### src/rtl/hpc_csr_if.sv
// HPC bus (Avalon-MM subset) between a bus master and the CSR bank.
// Ports / signals:
//   address        word address, ADDR_W bits
//   read, write    single-cycle strobes; no waitrequest
//   writedata      32-bit write data
//   byteenable     per-byte write enable (ignored on reads)
//   readdata       registered read data from the slave
//   readdatavalid  one-cycle qualifier for readdata
interface hpc_csr_if #(
  parameter int unsigned ADDR_W = 5
);
  logic [ADDR_W-1:0] address;
  logic              read;
  logic              write;
  logic [31:0]       writedata;
  logic [3:0]        byteenable;
  logic [31:0]       readdata;
  logic              readdatavalid;

  modport master (
    output address, read, write, writedata, byteenable,
    input  readdata, readdatavalid
  );

  modport slave (
    input  address, read, write, writedata, byteenable,
    output readdata, readdatavalid
  );
endinterface

### src/rtl/hpc_csr_bank.sv
// Control/status register bank on the HPC bus.
// Holds NUM_CTRL byte-writable control words, a self-clearing pulse register,
// NUM_STAT status words behind a freezable shadow, a version/config ID and a
// saturating counter of read/write collisions.
// Ports:
//   clk      single clock, all logic on posedge
//   reset    synchronous, active-low
//   slave    hpc_csr_if slave modport (address/read/write/writedata/byteenable,
//            readdata/readdatavalid)
//   o_ctrl   control words, ctrl[k] on bits [32k+31:32k]
//   o_pulse  one-cycle pulses from writes to PULSE
//   i_stat   status inputs, same packing as o_ctrl
module hpc_csr_bank #(
  parameter int unsigned SYS_VERSION = 20,
  parameter int unsigned ADDR_W      = 5,
  parameter int unsigned NUM_CTRL    = 2,
  parameter int unsigned NUM_STAT    = 4,
  parameter int unsigned CTRL_BASE   = 8,
  parameter int unsigned STAT_BASE   = 16,
  parameter logic [31:0] CTRL_RST    = 32'h0
) (
  input  logic                     clk,
  input  logic                     reset,
  hpc_csr_if.slave                 slave,
  output logic [NUM_CTRL*32-1:0]   o_ctrl,
  output logic [31:0]              o_pulse,
  input  logic [NUM_STAT*32-1:0]   i_stat
);

  localparam logic [ADDR_W-1:0] A_VERSION = ADDR_W'(0);
  localparam logic [ADDR_W-1:0] A_CONFIG  = ADDR_W'(1);
  localparam logic [ADDR_W-1:0] A_PULSE   = ADDR_W'(2);
  localparam logic [ADDR_W-1:0] A_SNAP    = ADDR_W'(3);
  localparam logic [ADDR_W-1:0] A_ERR     = ADDR_W'(4);

  logic [31:0]         ctrl_q   [NUM_CTRL];
  logic [31:0]         shadow_q [NUM_STAT];
  logic                hold_q;
  logic [15:0]         err_cnt_q;
  logic [31:0]         pulse_q;
  logic [31:0]         rdata_q;
  logic                rvalid_q;

  logic                collision;
  logic                wr_en;
  logic                err_flag;
  logic [31:0]         wmask;
  logic [31:0]         rd_mux;
  logic [NUM_CTRL-1:0] ctrl_sel;

  // A simultaneous read and write is a bus error: the read proceeds, the write is dropped.
  assign collision = slave.read & slave.write;
  assign wr_en     = slave.write & ~slave.read;
  assign err_flag  = (err_cnt_q != 16'h0);
  assign wmask     = {{8{slave.byteenable[3]}}, {8{slave.byteenable[2]}},
                      {8{slave.byteenable[1]}}, {8{slave.byteenable[0]}}};

  // Read mux and ctrl word decode. Unmapped addresses (including PULSE) read as zero.
  always_comb begin
    rd_mux   = 32'h0;
    ctrl_sel = '0;
    case (slave.address)
      A_VERSION: rd_mux = 32'(SYS_VERSION);
      A_CONFIG:  rd_mux = {8'h0, 8'(ADDR_W), 8'(NUM_CTRL), 8'(NUM_STAT)};
      A_SNAP:    rd_mux = {30'h0, err_flag, hold_q};
      A_ERR:     rd_mux = {16'h0, err_cnt_q};
      default:   rd_mux = 32'h0;
    endcase
    for (int k = 0; k < int'(NUM_CTRL); k++) begin
      if (slave.address == ADDR_W'(CTRL_BASE + 32'(k))) begin
        rd_mux      = ctrl_q[k];
        ctrl_sel[k] = 1'b1;
      end
    end
    for (int k = 0; k < int'(NUM_STAT); k++) begin
      if (slave.address == ADDR_W'(STAT_BASE + 32'(k))) begin
        rd_mux = shadow_q[k];
      end
    end
  end

  always_ff @(posedge clk) begin
    if (!reset) begin
      for (int k = 0; k < int'(NUM_CTRL); k++) ctrl_q[k] <= CTRL_RST;
      for (int k = 0; k < int'(NUM_STAT); k++) shadow_q[k] <= 32'h0;
      hold_q    <= 1'b0;
      err_cnt_q <= 16'h0;
      pulse_q   <= 32'h0;
      rdata_q   <= 32'h0;
      rvalid_q  <= 1'b0;
    end else begin
      rvalid_q <= slave.read;
      if (slave.read) rdata_q <= rd_mux;

      pulse_q <= 32'h0;
      if (wr_en && slave.address == A_PULSE) pulse_q <= slave.writedata & wmask;
      if (wr_en && slave.address == A_SNAP)  hold_q  <= slave.writedata[0];

      for (int k = 0; k < int'(NUM_CTRL); k++) begin
        if (wr_en && ctrl_sel[k])
          ctrl_q[k] <= (ctrl_q[k] & ~wmask) | (slave.writedata & wmask);
      end

      // hold is still 0 during the SNAP=1 write cycle, so that cycle's inputs are the ones frozen.
      if (!hold_q) begin
        for (int k = 0; k < int'(NUM_STAT); k++) shadow_q[k] <= i_stat[32*k +: 32];
      end

      if (collision) begin
        if (err_cnt_q != 16'hFFFF) err_cnt_q <= err_cnt_q + 16'h1;
      end else if (wr_en && slave.address == A_ERR) begin
        err_cnt_q <= 16'h0;
      end
    end
  end

  for (genvar g = 0; g < int'(NUM_CTRL); g++) begin : g_ctrl_out
    assign o_ctrl[32*g +: 32] = ctrl_q[g];
  end

  assign o_pulse             = pulse_q;
  assign slave.readdata      = rdata_q;
  assign slave.readdatavalid = rvalid_q;

endmodule
### src/flat_wrapper.sv
// flat-port wrapper written by rule: the top's interface ports become plain ports
module hpc_csr_bank_flat 
#(
  parameter int unsigned SYS_VERSION = 20,
  parameter int unsigned ADDR_W      = 5,
  parameter int unsigned NUM_CTRL    = 2,
  parameter int unsigned NUM_STAT    = 4,
  parameter int unsigned CTRL_BASE   = 8,
  parameter int unsigned STAT_BASE   = 16,
  parameter logic [31:0] CTRL_RST    = 32'h0
)
  (clk, reset, o_ctrl, o_pulse, i_stat, slave_address, slave_read, slave_write, slave_writedata, slave_byteenable, slave_readdata, slave_readdatavalid);
  hpc_csr_if #(.ADDR_W(ADDR_W)) slave_i ();
  input  logic clk;
  input  logic reset;
  output logic [NUM_CTRL*32-1:0] o_ctrl;
  output logic [31:0] o_pulse;
  input  logic [NUM_STAT*32-1:0] i_stat;
  input wire logic [$bits(slave_i.address)-1:0] slave_address;
  input wire logic [$bits(slave_i.read)-1:0] slave_read;
  input wire logic [$bits(slave_i.write)-1:0] slave_write;
  input wire logic [$bits(slave_i.writedata)-1:0] slave_writedata;
  input wire logic [$bits(slave_i.byteenable)-1:0] slave_byteenable;
  output wire logic [$bits(slave_i.readdata)-1:0] slave_readdata;
  output wire logic [$bits(slave_i.readdatavalid)-1:0] slave_readdatavalid;
  assign slave_i.address = slave_address;
  assign slave_i.read = slave_read;
  assign slave_i.write = slave_write;
  assign slave_i.writedata = slave_writedata;
  assign slave_i.byteenable = slave_byteenable;
  assign slave_readdata = slave_i.readdata;
  assign slave_readdatavalid = slave_i.readdatavalid;
  hpc_csr_bank #(.SYS_VERSION(SYS_VERSION), .ADDR_W(ADDR_W), .NUM_CTRL(NUM_CTRL), .NUM_STAT(NUM_STAT), .CTRL_BASE(CTRL_BASE), .STAT_BASE(STAT_BASE), .CTRL_RST(CTRL_RST)) u_core (.clk(clk), .reset(reset), .slave(slave_i), .o_ctrl(o_ctrl), .o_pulse(o_pulse), .i_stat(i_stat));
endmodule
### config.mk
export PLATFORM = sky130hd
export DESIGN_NAME = hpc_csr_bank_flat
export DESIGN_NICKNAME = d
export VERILOG_FILES = /design/src/rtl/hpc_csr_if.sv /design/src/rtl/hpc_csr_bank.sv /design/src/flat_wrapper.sv
export SDC_FILE = /design/constraint.sdc
export NUM_CORES = 1
export LEC_CHECK = 0
export ABC_AREA = 1
export CAP_MARGIN = 20
export CORE_ASPECT_RATIO = 2
export CORE_MARGIN = 2
export CORE_UTILIZATION = 45
export DETAILED_ROUTE_END_ITERATION = 8
export GPL_ROUTABILITY_DRIVEN = 0
export HOLD_SLACK_MARGIN = 0.02
export PLACE_DENSITY = 0.77
export SYNTH_ARGS = -nofsm -noshare
export SYNTH_HDL_FRONTEND = slang
export SYNTH_SLANG_ARGS = --single-unit
### constraint.sdc
create_clock -name clk -period 4.7 [get_ports clk]
set_input_delay 1.175 -clock clk [delete_from_list [all_inputs] [get_ports clk]]
set_output_delay 1.175 -clock clk [all_outputs]
set_load 0.005 [all_outputs]
Yosys cells after proc, flatten, opt, wreduce, memory -nomap -nowiden
Memories as Yosys holds them, arrays and structs flattened. Cells that the tools add are included.

Bits in writable memories: 192. Bits in registers: 82. Word-level logic and storage cells: 73. Memories: 2. Input bits: 173.

$add $sub $neg: 1. Reductions and logical operators: 10. Mux-type cells: 28. Bitwise gates (word level): 15. Equality and inequality tests: 12.

Memory list: u_core.shadow_q (depth 4, width 32, rd ports 4, clocked after Yosys merged registers in 0, wr ports 4, line hpc_csr_bank.sv:37) `logic [31:0] shadow_q [NUM_STAT];`; u_core.ctrl_q (depth 2, width 32, rd ports 2, clocked after Yosys merged registers in 0, wr ports 2, line hpc_csr_bank.sv:36) `logic [31:0] ctrl_q [NUM_CTRL];`.

Operator list (count): two-way mux 32 bit (12); AND 32 bit (3); one-hot mux 19 bit (4 select lines) (1); bitwise OR 32 bit (2); two-way mux 16 bit (3); NOT 32 bit (1); == test 5 bit (second input constant) (4); adder 16 x 1 -> 16 bit (second input constant) (1); != test 16 bit (second input constant) (1); nonzero test 16 bit (1); two-way mux 1 bit (12); == test 5 x 2 -> 1 bit (second input constant) (2); == test 5 x 4 -> 1 bit (second input constant) (2); bitwise OR 1 bit (6); == test 5 x 1 -> 1 bit (second input constant) (1); == test 5 x 3 -> 1 bit (second input constant) (1); logical AND 1 bit (5); zero test 5 bit (1); AND reduction 2 bit (2); AND 1 bit (2); != test 2 bit (second input constant) (1); nonzero test 2 bit (1); NOT 1 bit (1).

Depth between registers and ports, before layout
Depth in word-level cells: 8. Gate-level depth with buffers: 11. Depth with buffers taken out: 11.

Worst setup path after synthesis
OpenSTA, ideal clock, no wires.

Kind: input port to flip-flop. From: in reset. To: mem u_core.shadow_q[0][0] (enable). Arrival: 3546 ps. Cell stages on the path: 2. Slack: 42 ps. Buffers on the path: 1. Data required time: 3588 ps. Path through: clkbuf_1 > nand2_1.

RTL lines: start, declared (line flat_wrapper.sv:15) `input logic reset;`; end, declared (line hpc_csr_bank.sv:37).

Worst setup path in the final report
From: in slave_address[0]. To: reg u_core.rdata_q[23], in the netlist u_core.slave.readdata[23].

Word-level cells in the longest chain between the ends: 7. Elaborated cells on any way between the ends: 12.

Ends and longest elaborated chain: start, declared (line flat_wrapper.sv:19) `input wire logic [$bits(slave_i.address)-1:0] slave_address;`; == test 5 x 4 -> 1 bit (line hpc_csr_bank.sv:70) `if (slave.address == ADDR_W'(CTRL_BASE + 32'(k))) begin`; two-way mux 32 bit (2 in series) (line hpc_csr_bank.sv:70); two-way mux 32 bit (3 in series) (line hpc_csr_bank.sv:76) `if (slave.address == ADDR_W'(STAT_BASE + 32'(k))) begin`; two-way mux 32 bit (*) (line hpc_csr_bank.sv:76); end signal, assigned (line hpc_csr_bank.sv:93) `if (slave.read) rdata_q <= rd_mux;`; end, declared (line hpc_csr_bank.sv:41) `logic [31:0] rdata_q;`.

Every way passes the cells marked *; elsewhere a longest branch is shown, timed or not. A chain may end at the register's enable or synchronous reset.

==> metrics.yaml <==
synthTopCellsByArea: "edfxtp_1 (47%), dfxtp_1 (14%), nand2_1 (8.9%), nor2_1 (8.1%), a21oi_1 (6.9%)"
reg2reg_depth: 10
yosys-top-cells-count: "nand2_1 (289), nor2_1 (261), inv_1 (207), edfxtp_1 (192), a21oi_1 (167)"
worstHoldPathType: "reg -> reg"
required_ps: 5150
drtIter0Drc: 800
p_int_w: 0.00397
vias_per_cell: 4.99
end_kind: "register"
ir_worst_vdd_mv: 0.224
crit_cells: 10
power.share.switching: 0.222
cts_resized: 0
grt_remaining_overflow: 0
post_dp_cell_area_um2: 15500
dpl.hpwl_mm: 24.1
cts_inserted_buffers: 25
synthCells: 1387
cp-endpoint: "u_core.slave.readdata[23]"
syn_avg_cell_area_um2: 8.76
hold_depth: 2
synth_flop_cell: "edfxtp_1"
design.core.area_um2: 26700
grt_pass1_vias: 9894
fin_nets: 1843
p_leak_nw: 6.88
drtAntennaViolNets: 0
hold_viol: 0
fin_worst_skew_ps: 11.0
cpMaxStageDelayCell: "nor3_4"
diodes: 0
num_rows: 85
comb_power_share: 0.089
fin_hold_ws_ps: 468
area_growth_syn_to_layout_pct: 33.8
synth_top_area_frac: 0.474
wl_mm: 33.2
path_delay_family: "buffers and inverters"
slew_headroom: 0.379
cts_htree_levels: 1
crit_start: "slave_address[0]"
numClockSinks: 274
cellPowerDensity_nw_per_um2: 314
grt_first_pass_wirelength_mm: 51.8
remaining_drc_errors: 0
yosys_warnings: 0
fin_crit_sh: 0.645
grt_use_total: 0.230
vias: 10200
synth_edf_count: 192
path_cells: "clkdlybuf4s50_1 > inv_2 > nor2_2 > inv_2 > nor3_4 > buf_4 > nand2_1 > nand4_1 > nand2_1 > a21oi_1"
r2r_start: "u_core.err_cnt_q[0]"
final_area_um2: 16300
synth_largest_area_cell: "edfxtp_1"
layout-drive-gt1-share: 0.0498
yosysSeqAreaShare: 0.609
fin_util: 0.609
start_util: 0.455
synth-seq-cells: 274
synth.most_common_cell: "nand2_1"
async_flop_share: 0
reg2reg_to: "u_core.err_cnt_q[8]"
pin_count: 302
postCtsHoldBufs: 0
drv_cap: 0
netSwitchingPower_w: 0.00113
wl_per_cell_um: 16.3
port_buffers: 301
worst_slew_pin_slew_ps: 928
clock.fmax_ghz: 0.330
syn-num-nets: 1562
antenna_found_initial: 0
clk_latency_ps: 530
die_h_um: 236
grt_max_degree: 60
clock-root-buffer: "clkbuf_16"
cts_buffer_depth: 3
start_kind: "primary input"
pwr-share-seq: 0.533
cts_setup_buffers: 0
path_buf_inv: 4
cts.clk_slew.worst_paths_ps: 60
die_area_um2: 28400
rsz0062_at_grt: "no"
dp_cells: 1989
drt_first_pass_iters: 7
status: "completed"
die_w_um: 120
ff2ff_setup_slack_ps: 2660
cp_data_arrival_time_ps: 3490
fin_setup_tns_ps: 0
yosysUniqueCellTypes: 28
cts_tree: "done"
fillers: 2293
crit_fanout: 18
min_period_ps: 3030
power_frac_clock: 0.378
criticalPathCategory: "in -> reg"
final_cells: 2034
drv_slew: 0
netlist_area_um2: 12200
setup_viol: 0
cp_slowest_stage_delay_ps: 710
[logic make-up (layout without fill, tap and decap cells)]
logic type               after synthesis  count (layout)  synth area share
AND/OR/NAND/NOR                      635             635             0.216
AO/OA/AOI/OAI                        191             191            0.0795
flip-flops                           274             274             0.609
adder cells (fa/ha/maj)                2               2           0.00206
buffers and inverters                283             582            0.0914
XOR/XNOR                               2               2           0.00144
[sequential cells by signal, summed over array words and instances, names as in the netlist]
signal / count
u_core.ctrl_q: 64
u_core.err_cnt_q: 16
u_core.hold_q: 1
u_core.o_pulse: 32
u_core.shadow_q: 128
u_core.slave.readdata: 32
u_core.slave.readdatavalid: 1
[worst min-delay path by stage]
stage                           endpoint                      start  slack [ps]
6_report       u_core.slave.readdata[31]  u_core.slave.readdata[31]         470
3_3_place_gp    u_core.slave.readdata[1]   u_core.slave.readdata[1]         450
3_5_place_dp    u_core.slave.readdata[2]   u_core.slave.readdata[2]         460
2_1_floorplan              u_core.hold_q              u_core.hold_q         460
4_1_cts         u_core.slave.readdata[9]   u_core.slave.readdata[9]         470
5_1_grt        u_core.slave.readdata[21]  u_core.slave.readdata[21]         480
[routing by layer]
layer | vias up | share of wire | GRT usage
li1 | 4987 | - | -
met1 | 4576 | 0.40 | 0.297
met2 | 532 | 0.47 | 0.377
met3 | 63 | 0.10 | 0.0527
met4 | 0 | 0.032 | 0.0827
met5 | - | 0 | 0
[power by group through the flow]
stage          Combinational [W]  Sequential [W]  Clock, W
5_1_grt                 0.000500         0.00273   0.00205
6_report                0.000455         0.00272   0.00193
4_1_cts                 0.000457         0.00272   0.00197
3_3_place_gp            0.000449         0.00277         0
3_5_place_dp            0.000453         0.00277         0
2_1_floorplan           0.000183         0.00276         0
[tightest hold or removal path: stages, from the launching register on]
cell and delay, ps:
dfxtp_1 310, nand2_1 60, a21oi_1 50
[placed cells by master, fill, tap and decap left out, types with 6 or more instances in the layout]
cell / n
nor2_1: 261
a21oi_1: 167
clkdlybuf4s50_1: 301
clkbuf_16: 25
clkinv_1: 6
dfxtp_1: 82
edfxtp_1: 192
inv_2: 10
nand4_1: 40
clkinv_2: 6
nand2_1: 286
inv_1: 207
buf_4: 16
nor3_1: 6
o21ai_1: 9
o21ai_0: 10
nand3_1: 21
[per-stage QoR]
step                setup slack (ps)  total power [W]
finish                          1670          0.00510
global route                    1570          0.00528
CTS                             1700          0.00515
detailed placement              1160          0.00322
global placement                1240          0.00322
floorplan                       41.7          0.00294
[final cells by class]
cell class              count  area [µm²]  area share
multi-input cells         830        3660       0.225
flip-flops and latches    274        7410       0.455
repair buffers            319        3170       0.195
clock buffers              30         664      0.0408
well taps                 348         435      0.0268
inverters                 218         818      0.0503
clock inverters            15         104     0.00638
Power figures use the tool's default switching activity.
